File: config.mk
export PLATFORM = sky130hd
export DESIGN_NAME = mmio_uart_tx
export DESIGN_NICKNAME = d
export VERILOG_FILES = /design/src/rtl/mmio_uart_tx_pkg.sv /design/src/rtl/mmio_uart_tx_sync_fifo.sv /design/src/rtl/mmio_uart_tx.sv
export SDC_FILE = /design/constraint.sdc
export NUM_CORES = 1
export LEC_CHECK = 0
export BUFFER_PORTS_ARGS = -buffer_cell sky130_fd_sc_hd__buf_2
export CORE_ASPECT_RATIO = 0.8
export CORE_MARGIN = 8
export CORE_UTILIZATION = 52
export CTS_CLUSTER_SIZE = 16
export DETAILED_ROUTE_END_ITERATION = 6
export GPL_ROUTABILITY_DRIVEN = 0
export PLACE_DENSITY = 0.86
export REMOVE_ABC_BUFFERS = 1
export SETUP_SLACK_MARGIN = 0.4
export SLEW_MARGIN = 0
export SYNTH_ARGS = -nofsm -noshare
export SYNTH_HDL_FRONTEND = slang
export SYNTH_HIERARCHICAL = 1
export SYNTH_SLANG_ARGS = --single-unit
File: constraint.sdc
create_clock -name clk -period 5.9 [get_ports clk]
set_input_delay 0.59 -clock clk [delete_from_list [all_inputs] [get_ports clk]]
set_output_delay 0.59 -clock clk [all_outputs]
set_load 0.02 [all_outputs]
File: src/rtl/mmio_uart_tx_pkg.sv
// Shared definitions for the memory-mapped UART transmitter.
// Holds the transmit FSM state encoding, the bit positions of the status
// word returned to the core, and the default MMIO addresses.
package mmio_uart_tx_pkg;

  // Transmit FSM states; encodings are fixed so firmware/debug views agree.
  typedef enum logic [1:0] {
    ST_IDLE  = 2'd0,
    ST_START = 2'd1,
    ST_DATA  = 2'd2,
    ST_STOP  = 2'd3
  } uart_state_e;

  // Status word bit positions.
  localparam int STAT_BUSY_BIT = 0;
  localparam int STAT_FULL_BIT = 1;
  localparam int STAT_OVF_BIT  = 2;

  // Default address window.
  localparam logic [31:0] DEFAULT_TX_ADDR   = 32'hFFFF_0000;
  localparam logic [31:0] DEFAULT_STAT_ADDR = 32'hFFFF_0004;

endpackage

File: src/rtl/mmio_uart_tx_sync_fifo.sv
// Synchronous first-word-fall-through FIFO used as the UART transmit buffer.
// Ports:
//   clk, reset   - clock (rising edge) and asynchronous active-high reset
//   push, din    - write request and data; accepted when not full or when a
//                  pop happens on the same edge
//   pop          - read request; ignored while empty
//   dout         - current head entry (valid whenever empty is low)
//   full, empty  - occupancy flags derived from wrap-bit pointers
module sync_fifo #(
  parameter int WIDTH = 8,
  parameter int DEPTH = 8
) (
  input  logic             clk,
  input  logic             reset,
  input  logic             push,
  input  logic             pop,
  input  logic [WIDTH-1:0] din,
  output logic [WIDTH-1:0] dout,
  output logic             full,
  output logic             empty
);

  localparam int AW = $clog2(DEPTH);

  logic [WIDTH-1:0] mem_q [DEPTH];
  logic [AW:0]      wr_ptr_q, wr_ptr_d;
  logic [AW:0]      rd_ptr_q, rd_ptr_d;
  logic             wr_en;
  logic             rd_en;

  // The extra MSB on each pointer distinguishes full from empty when the
  // index bits coincide.
  assign empty = (wr_ptr_q == rd_ptr_q);
  assign full  = (wr_ptr_q[AW] != rd_ptr_q[AW]) &&
                 (wr_ptr_q[AW-1:0] == rd_ptr_q[AW-1:0]);

  // A pop on the same edge frees the slot, so a push into a full FIFO is
  // still accepted in that case.
  assign wr_en = push && (!full || pop);
  assign rd_en = pop && !empty;

  assign dout = mem_q[rd_ptr_q[AW-1:0]];

  always_comb begin
    wr_ptr_d = wr_ptr_q;
    rd_ptr_d = rd_ptr_q;
    if (wr_en) wr_ptr_d = wr_ptr_q + 1'b1;
    if (rd_en) rd_ptr_d = rd_ptr_q + 1'b1;
  end

  always_ff @(posedge clk or posedge reset) begin
    if (reset) begin
      wr_ptr_q <= '0;
      rd_ptr_q <= '0;
    end else begin
      wr_ptr_q <= wr_ptr_d;
      rd_ptr_q <= rd_ptr_d;
    end
  end

  // Storage needs no reset: entries are only observed once written.
  always_ff @(posedge clk) begin
    if (wr_en) mem_q[wr_ptr_q[AW-1:0]] <= din;
  end

endmodule

File: src/rtl/mmio_uart_tx.sv
// Memory-mapped 8N1 UART transmitter on the core's M-stage data bus.
// Ports:
//   clk, reset  - system clock and asynchronous active-high reset
//   MemWriteM   - store strobe
//   DataAdrM    - load/store address
//   WriteDataM  - store data; low byte is queued on a TX_ADDR store,
//                 bit 2 clears the overflow flag on a STAT_ADDR store
//   ReadDataM   - {29'b0, overflow, full, busy} when addressing STAT_ADDR
//   HitM        - address falls in this block's window (read-mux select)
//   tx          - registered serial output, idle high
//   busy        - a frame is in progress or bytes are waiting
module mmio_uart_tx
  import mmio_uart_tx_pkg::*;
#(
  parameter logic [31:0] TX_ADDR      = DEFAULT_TX_ADDR,
  parameter logic [31:0] STAT_ADDR    = DEFAULT_STAT_ADDR,
  parameter int          CLKS_PER_BIT = 16,
  parameter int          FIFO_DEPTH   = 8
) (
  input  logic        clk,
  input  logic        reset,
  input  logic        MemWriteM,
  input  logic [31:0] DataAdrM,
  input  logic [31:0] WriteDataM,
  output logic [31:0] ReadDataM,
  output logic        HitM,
  output logic        tx,
  output logic        busy
);

  localparam int               BW       = $clog2(CLKS_PER_BIT);
  localparam logic [BW-1:0]    BAUD_MAX = BW'(CLKS_PER_BIT - 1);

  uart_state_e   state_q, state_d;
  logic [BW-1:0] baud_q, baud_d;
  logic [2:0]    bit_idx_q, bit_idx_d;
  logic [7:0]    shift_q, shift_d;
  logic          tx_q, tx_d;
  logic          overflow_q, overflow_d;

  logic          hit_tx;
  logic          hit_stat;
  logic          push;
  logic          pop;
  logic [7:0]    fifo_dout;
  logic          fifo_full;
  logic          fifo_empty;
  logic          baud_wrap;
  logic          unused_wdata;

  assign hit_tx   = (DataAdrM == TX_ADDR);
  assign hit_stat = (DataAdrM == STAT_ADDR);
  assign push     = MemWriteM && hit_tx;
  assign HitM     = hit_tx || hit_stat;

  assign unused_wdata = ^WriteDataM[31:8];

  sync_fifo #(
    .WIDTH(8),
    .DEPTH(FIFO_DEPTH)
  ) u_fifo (
    .clk  (clk),
    .reset(reset),
    .push (push),
    .pop  (pop),
    .din  (WriteDataM[7:0]),
    .dout (fifo_dout),
    .full (fifo_full),
    .empty(fifo_empty)
  );

  // Sticky overflow: a dropped push sets it, a STAT store with bit 2 clears
  // it. Set is evaluated last so it wins when both occur on one edge.
  always_comb begin
    overflow_d = overflow_q;
    if (MemWriteM && hit_stat && WriteDataM[STAT_OVF_BIT]) overflow_d = 1'b0;
    if (push && fifo_full && !pop) overflow_d = 1'b1;
  end

  assign baud_wrap = (baud_q == BAUD_MAX);

  // Frame sequencer. tx_d is the value the line takes after this edge, so
  // each state transition also loads the first level of the next state.
  // The baud counter only runs outside IDLE; the state advances on its wrap.
  always_comb begin
    state_d   = state_q;
    baud_d    = baud_q;
    bit_idx_d = bit_idx_q;
    shift_d   = shift_q;
    tx_d      = tx_q;
    pop       = 1'b0;
    case (state_q)
      ST_IDLE: begin
        baud_d = '0;
        tx_d   = 1'b1;
        if (!fifo_empty) begin
          pop       = 1'b1;
          shift_d   = fifo_dout;
          bit_idx_d = 3'd0;
          tx_d      = 1'b0;
          state_d   = ST_START;
        end
      end
      ST_START: begin
        baud_d = baud_wrap ? '0 : baud_q + 1'b1;
        if (baud_wrap) begin
          tx_d    = shift_q[0];
          state_d = ST_DATA;
        end
      end
      ST_DATA: begin
        baud_d = baud_wrap ? '0 : baud_q + 1'b1;
        if (baud_wrap) begin
          bit_idx_d = bit_idx_q + 3'd1;
          if (bit_idx_q == 3'd7) begin
            tx_d    = 1'b1;
            state_d = ST_STOP;
          end else begin
            shift_d = {1'b0, shift_q[7:1]};
            tx_d    = shift_q[1];
          end
        end
      end
      ST_STOP: begin
        baud_d = baud_wrap ? '0 : baud_q + 1'b1;
        if (baud_wrap) begin
          if (!fifo_empty) begin
            pop       = 1'b1;
            shift_d   = fifo_dout;
            bit_idx_d = 3'd0;
            tx_d      = 1'b0;
            state_d   = ST_START;
          end else begin
            tx_d    = 1'b1;
            state_d = ST_IDLE;
          end
        end
      end
      default: begin
        tx_d    = 1'b1;
        state_d = ST_IDLE;
      end
    endcase
  end

  always_ff @(posedge clk or posedge reset) begin
    if (reset) begin
      state_q    <= ST_IDLE;
      baud_q     <= '0;
      bit_idx_q  <= 3'd0;
      shift_q    <= 8'h00;
      tx_q       <= 1'b1;
      overflow_q <= 1'b0;
    end else begin
      state_q    <= state_d;
      baud_q     <= baud_d;
      bit_idx_q  <= bit_idx_d;
      shift_q    <= shift_d;
      tx_q       <= tx_d;
      overflow_q <= overflow_d;
    end
  end

  assign tx   = tx_q;
  assign busy = (state_q != ST_IDLE) || !fifo_empty;

  always_comb begin
    ReadDataM = 32'b0;
    if (hit_stat) begin
      ReadDataM[STAT_BUSY_BIT] = busy;
      ReadDataM[STAT_FULL_BIT] = fifo_full;
      ReadDataM[STAT_OVF_BIT]  = overflow_q;
    end
  end

endmodule

==> Word-level counts from Yosys, hierarchy flattened <==
Memories as Yosys holds them, arrays and structs flattened.
Index checks and enable logic that the tools add are counted.
{ "word_totals": {"ff_bits": 27, "mem_count": 1, "mem_bits_rw": 64, "out_inout_bits": 35, "word_cells": 84} }
{ "classes": {"n_eq_ne": 16, "addsub": 4, "muxes": 32, "reduce_logical": 23} }
{ "mem_list": {"columns": ["memory", "depth", "width", "read_ports", "rd_ports_with_merged_regs", "wr", "line", "source"], "rows": [
  ["u_fifo.mem_q", 8, 8, 1, 0, 1, "mmio_uart_tx_sync_fifo.sv:25", "logic [WIDTH-1:0] mem_q [DEPTH];"]
]} }
{ "op_table": {"columns": ["op", "n"], "rows": [
  ["32-bit equality test (second input constant)", 2],
  ["8-bit two-way mux", 4],
  ["8-bit case mux with 3 select lines", 1],
  ["4-bit by 1-bit adder with 4-bit output (second input constant)", 3],
  ["1-bit two-way mux", 12],
  ["3-bit two-way mux", 4],
  ["2-bit != test (second input constant)", 6],
  ["2-bit two-way mux", 5],
  ["3-bit case mux with 3 select lines", 1],
  ["1-bit logical AND", 8],
  ["2-bit case mux with 4 select lines", 1],
  ["4-bit case mux with 2 select lines", 1],
  ["3-bit AND reduction", 2],
  ["5-bit AND reduction", 1],
  ["2-bit equality test (second input constant)", 2],
  ["4-bit equality test", 1],
  ["4-bit equality test (second input constant)", 1],
  ["4-bit two-way mux", 1],
  ["1-bit case mux with 4 select lines", 1],
  ["4-bit AND reduction", 1],
  ["2-bit nonzero test", 2],
  ["3-bit by 1-bit adder with 3-bit output (second input constant)", 1],
  ["3-bit equality test", 1],
  ["3-bit equality test (second input constant)", 1],
  ["8 further kinds", 12]
]} }

==> Logic depth before layout (Yosys ltp) <==
{ "logic_depth": {"word_depth": 8, "mapped_depth": 13} }

==> Modules after synthesis <==
The synthesis kept the hierarchy.
{ "modules_own_cells": {"columns": ["mod", "area_each_um2", "cells_each", "n_inst", "seq_area_each_um2"], "rows": [
  ["sync_fifo", 2987.9, 152, 1, 2122.0],
  ["mmio_uart_tx", 1391.3, 145, 1, 476.7]
]} }

==> Worst setup path before layout <==
OpenSTA, ideal clock, no wires.
{ "synth_path": {"path_type": "input-to-reg", "from": "in DataAdrM[22]", "to": "mem u_fifo.mem_q[3][0] (enable)", "n_path_buf": 0, "stages": 5, "required_ns": 5.502, "t_arrival_ns": 2.743, "path_slack_ns": 2.759, "path_cell_list": "nand4_1 or4_4 nor4_2 nand2_1 nor4b_1"} }
{ "synth_via": {"elab_chain_len": 5} }
{ "synth_rtl": {"columns": ["element", "line", "source"], "rows": [
  ["from (decl)", "mmio_uart_tx.sv:23", "input logic [31:0] DataAdrM,"],
  ["32-bit equality test", "mmio_uart_tx.sv:51", "assign hit_tx = (DataAdrM == TX_ADDR);"],
  ["1-bit logical AND", "mmio_uart_tx.sv:53", "assign push = MemWriteM && hit_tx;"],
  ["net push", "mmio_uart_tx.sv:43", "logic push;"],
  ["1-bit logical AND", "mmio_uart_tx_sync_fifo.sv:39", "assign wr_en = push && (!full || pop);"],
  ["1-bit two-way mux", "mmio_uart_tx_sync_fifo.sv:63", "if (wr_en) mem_q[wr_ptr_q[AW-1:0]] <= din;"],
  ["1-bit two-way mux (not written as such)", "mmio_uart_tx_sync_fifo.sv:63", null],
  ["to (decl)", "mmio_uart_tx_sync_fifo.sv:25", null]
]} }
The timed path passes the listed nets, and every way through them passes these cells.

==> Worst setup path after layout <==
{ "layout_path": {"from": "reg u_fifo.rd_ptr_q[1]", "to": "mem u_fifo.mem_q[6][1] (enable)"} }
{ "layout_via": {"elab_chain_len": 8, "word_cells_on_any_way": 11, "cone_classes": "2 x eq/ne; 5 x mux; 4 x reduce/logical"} }
{ "layout_rtl": {"columns": ["element", "line", "source"], "rows": [
  ["from (decl)", "mmio_uart_tx_sync_fifo.sv:27", "logic [AW:0] rd_ptr_q, rd_ptr_d;"],
  ["from (signal assigned)", "mmio_uart_tx_sync_fifo.sv:57", "rd_ptr_q <= rd_ptr_d;"],
  ["4-bit equality test (*)", "mmio_uart_tx_sync_fifo.sv:33", "assign empty = (wr_ptr_q == rd_ptr_q);"],
  ["net fifo_empty", "mmio_uart_tx.sv:47", "logic fifo_empty;"],
  ["1-bit two-way mux (*)", "mmio_uart_tx.sv:96, mmio_uart_tx.sv:127", null],
  ["1-bit two-way mux", "mmio_uart_tx.sv:126", "if (baud_wrap) begin"],
  ["1-bit case mux with 2 select lines (*)", "mmio_uart_tx.sv:92", "case (state_q)"],
  ["net pop", "mmio_uart_tx.sv:44", "logic pop;"],
  ["1-bit logical OR (*)", "mmio_uart_tx_sync_fifo.sv:39", null],
  ["1-bit logical AND (*)", "mmio_uart_tx_sync_fifo.sv:39", null],
  ["1-bit two-way mux (*)", "mmio_uart_tx_sync_fifo.sv:63", null],
  ["1-bit two-way mux (not written as such) (*)", "mmio_uart_tx_sync_fifo.sv:63", null]
]} }
Mark *: on every way through the listed nets, which the timed path passes. The rest lies on a longest branch.

==> reports/metrics.cfg <==
[outcome]
run_status=complete, no violations

[logic_synthesis]
synth_edf_count=64
avgSynthCellArea_um2=14.74
synth.top_cell.area_share_pct=43.89
seq_area_frac_synth_pct=59.34
synth-async-reset-ratio_pct=29.67
ys_types=53
synth-warning-count=6
yosys-top-cells-area=edfxtp_1 (44%), dfrtp_1 (15%), mux4_2 (8.2%)
yosysTopAreaCell=edfxtp_1
synthFlopType=edfxtp_1
yosysMostFrequentCell=edfxtp_1
synthTopCellsByCount=edfxtp_1 (64), buf_4 (29), dfrtp_1 (26)
ys_ff_latch=91
syn_inst=297
syn-cell-area_um2=4379

[cts]
cts_resized=0
path_clk_slew_ns=0.10
cts_buffers=9
htreeDepth=3
insertion_delay_ns=0.35
cts_tree=yes
hold_buffers=0
cts_setup_buffers=0
root_buffer=clkbuf_8
cts_sinks=91
clockBufferDepth=2

[worst_setup_path]
cp.required_ns=5.97
r2r_slack_ns=2.43
cp-end-kind=flop
critPathKind=flop to flop
crit_top_cell=nor2_1
r2r_start=u_fifo/rd_ptr_q[1]$_DFFE_PP0P_
path_delay_family=simple AND/OR/NAND/NOR gates
critPathBufInv=2
cp_slowest_cell=dfrtp_1
rr_endpoint=u_fifo/mem_q[6][1]$_DFFE_PP_
cp-start-kind=flop
crit_path_max_fanout=20
max_stage_delay_ns=0.94
reg2reg_depth=9
path_cells=xnor2_2 > nand3_2 > nor2_1 > nor2_1 > nand2b_1 > inv_1 > o31ai_1 > nor3_1 > buf_4
arrival_ns=3.55

[pwr]
p_total_mw=1.161
netSwitchingFraction_pct=22.38
p_clk_share_pct=37.5
powerDensity_nw_per_um2=241.0
seq_power_share_pct=58.9
switching_power_mw=0.2599
vdd_drop_max_uv=171.8
internal_power_mw=0.9014
power_leakage_nw=1.869
pwr-share-comb_pct=3.6

[global_routing]
gr-usage-all-layers_pct=14.76
gr-total-overflow=0
grt_max_degree=21
antenna_found_initial=0
grt_first_pass_wirelength_mm=13.69
grt_pass1_vias=2723

[finish]
layout-drive-gt1-share_pct=31.55
fin_nets=428
area_delta_synth_final_pct=10.06
num_antenna_cells=0
fin_cells=467

[timing]
drv_slew=0
hold_viol=0
max_freq_ghz=0.2879
setup-tns-final_ns=0
worst_pin_slew_ns=1.043
slew-limit-headroom_pct=30.28
period_minus_slack_ns=3.474
rsz0062_at_grt=false
finClkSkew_ns=0.01271
setup_violations=0
period_share_pct=58.88

[die]
dieArea_um2=11630
core-area_um2=8333
chipWidth_um=118.6
fp.dieH_um=98.08
start_util_pct=52.55
rows=30
pin_count=102

[placed_design]
dp_cells=451
port_buffers=48
dp_hpwl_mm=6.063

[route]
drc=0
routed_wl_mm=8.380
drt-initial-drc-count=116
drt_pass1_iterations=4
antenna_left=0
post_drt_wl_per_cell_um=17.94
vias_per_cell=5.433
num_vias=2537

[min_path]
hp-class=primary input to asynchronous set/reset pin

[flow_run]
maxCapViolations=0

[power by group through the flow]
stage               logic (mW)  clock network (mW)  registers, mW
floorplan               0.0205                   0          0.698
global placement        0.0393                   0          0.698
detailed placement      0.0409                   0          0.698
CTS                     0.0410               0.446          0.684
global route            0.0464               0.467          0.684
finish                  0.0418               0.435          0.684
[cell families after synthesis]
family | after synthesis | synth area share (%)
AO/OA/AOI/OAI | 34 | 5.944
XOR/XNOR | 10 | 2.514
adder cells (fa/ha/maj) | 11 | 3.143
buffers and inverters | 52 | 8.057
flip-flops | 91 | 59.34
multiplexers | 36 | 13.17
other | 1 | 0.08563
AND/OR/NAND/NOR | 62 | 7.743
[worst reg2reg max path: stages (launching register included)]
cell      delay [ns]
dfrtp_1         0.94
xnor2_2         0.17
nand3_2         0.24
nor2_1          0.14
nor2_1          0.16
nand2b_1        0.10
inv_1           0.22
o31ai_1         0.17
nor3_1          0.75
buf_4           0.29
[registers in the layout (all words and copies together), names as in the netlist]
signal and cells:
u_fifo/mem_q 64, tx 1, overflow_q 1, u_fifo/wr_ptr_q 4, shift_q 8, state_q 2
baud_q 4, bit_idx_q 3, u_fifo/rd_ptr_q 4
[layout make-up]
cell class	count	area, um2
Fill cell	652	3513
Sequential cell	91	2599
Tap cell	112	140.1
Clock buffer	10	127.6
Timing Repair Buffer	55	292.8
Multi-Input combinational cell	182	1539
Clock inverter	6	80.08
Inverter	11	41.29
[layout by cell type, fill, tap and decap left out, types with 2 or more instances in the layout]
| cell type | Yosys | layout |
|---|---|---|
| o21ai_0 | 6 | 6 |
| a22o_1 | 2 | 2 |
| a21oi_2 | 2 | 2 |
| xnor2_2 | 3 | 3 |
| mux4_2 | 16 | 16 |
| mux2i_1 | 7 | 7 |
| a21oi_1 | 7 | 7 |
| nand2b_1 | 2 | 2 |
| a31oi_1 | 2 | 2 |
| nand3_1 | 4 | 4 |
| buf_2 | 3 | 48 |
| dfrtp_1 | 26 | 26 |
| buf_4 | 29 | 7 |
| nor3_1 | 6 | 6 |
| edfxtp_1 | 64 | 64 |
| nand4_1 | 6 | 6 |
| inv_8 | 0 | 3 |
| ha_1 | 11 | 11 |
| conb_1 | 1 | 29 |
| inv_1 | 11 | 11 |
| nor2_1 | 16 | 16 |
| nor4_1 | 6 | 6 |
| nor2b_1 | 2 | 2 |
| clkbuf_8 | 0 | 9 |
| and3_1 | 4 | 4 |
| xnor2_1 | 6 | 6 |
| nand2_1 | 8 | 8 |
| mux2_2 | 13 | 13 |
[worst max path at each step]
stage | endpoint | startpoint | cells past startpoint | slack, ns
after floorplan | u_fifo/mem_q[3][0]$_DFFE_PP_ | u_fifo/rd_ptr_q[0]$_DFFE_PP0P_ | 8 | 2.67
after global routing | u_fifo/mem_q[3][2]$_DFFE_PP_ | u_fifo/rd_ptr_q[1]$_DFFE_PP0P_ | 8 | 2.15
after detailed placement | u_fifo/mem_q[3][7]$_DFFE_PP_ | DataAdrM[17] | 6 | 2.33
after global placement | u_fifo/mem_q[5][7]$_DFFE_PP_ | DataAdrM[17] | 7 | 2.53
final | u_fifo/mem_q[6][1]$_DFFE_PP_ | u_fifo/rd_ptr_q[1]$_DFFE_PP0P_ | 9 | 2.43
after CTS | u_fifo/mem_q[3][2]$_DFFE_PP_ | u_fifo/rd_ptr_q[1]$_DFFE_PP0P_ | 8 | 2.36
[per-layer routing]
layer	wire length (um)	global-route usage (%)	up-vias	share of wire, %
met5	0	0	-	0
met3	495	5.248	9	5.9
met1	3473	17.75	1272	41
met4	57	4.365	0	0.68
met2	4354	24.46	73	52
li1	-	-	1183	-
[per-stage QoR]
| step | utilization (%) | worst slack [ns] | instance area [um2] | hold slack, ns |
|---|---|---|---|---|
| after detailed placement | 55.35 | 2.329 | 4612 | 0.4896 |
| after global placement | 55.35 | 2.527 | 4612 | 0.4779 |
| after CTS | 57.84 | 2.362 | 4820 | 0.1752 |
| after floorplan | - | 2.668 | 4173 | 0.4057 |
| after global routing | 57.84 | 2.154 | 4820 | 0.1904 |
| final | 57.84 | 2.426 | 4820 | 0.1814 |
(Power assumes the default switching activity.)
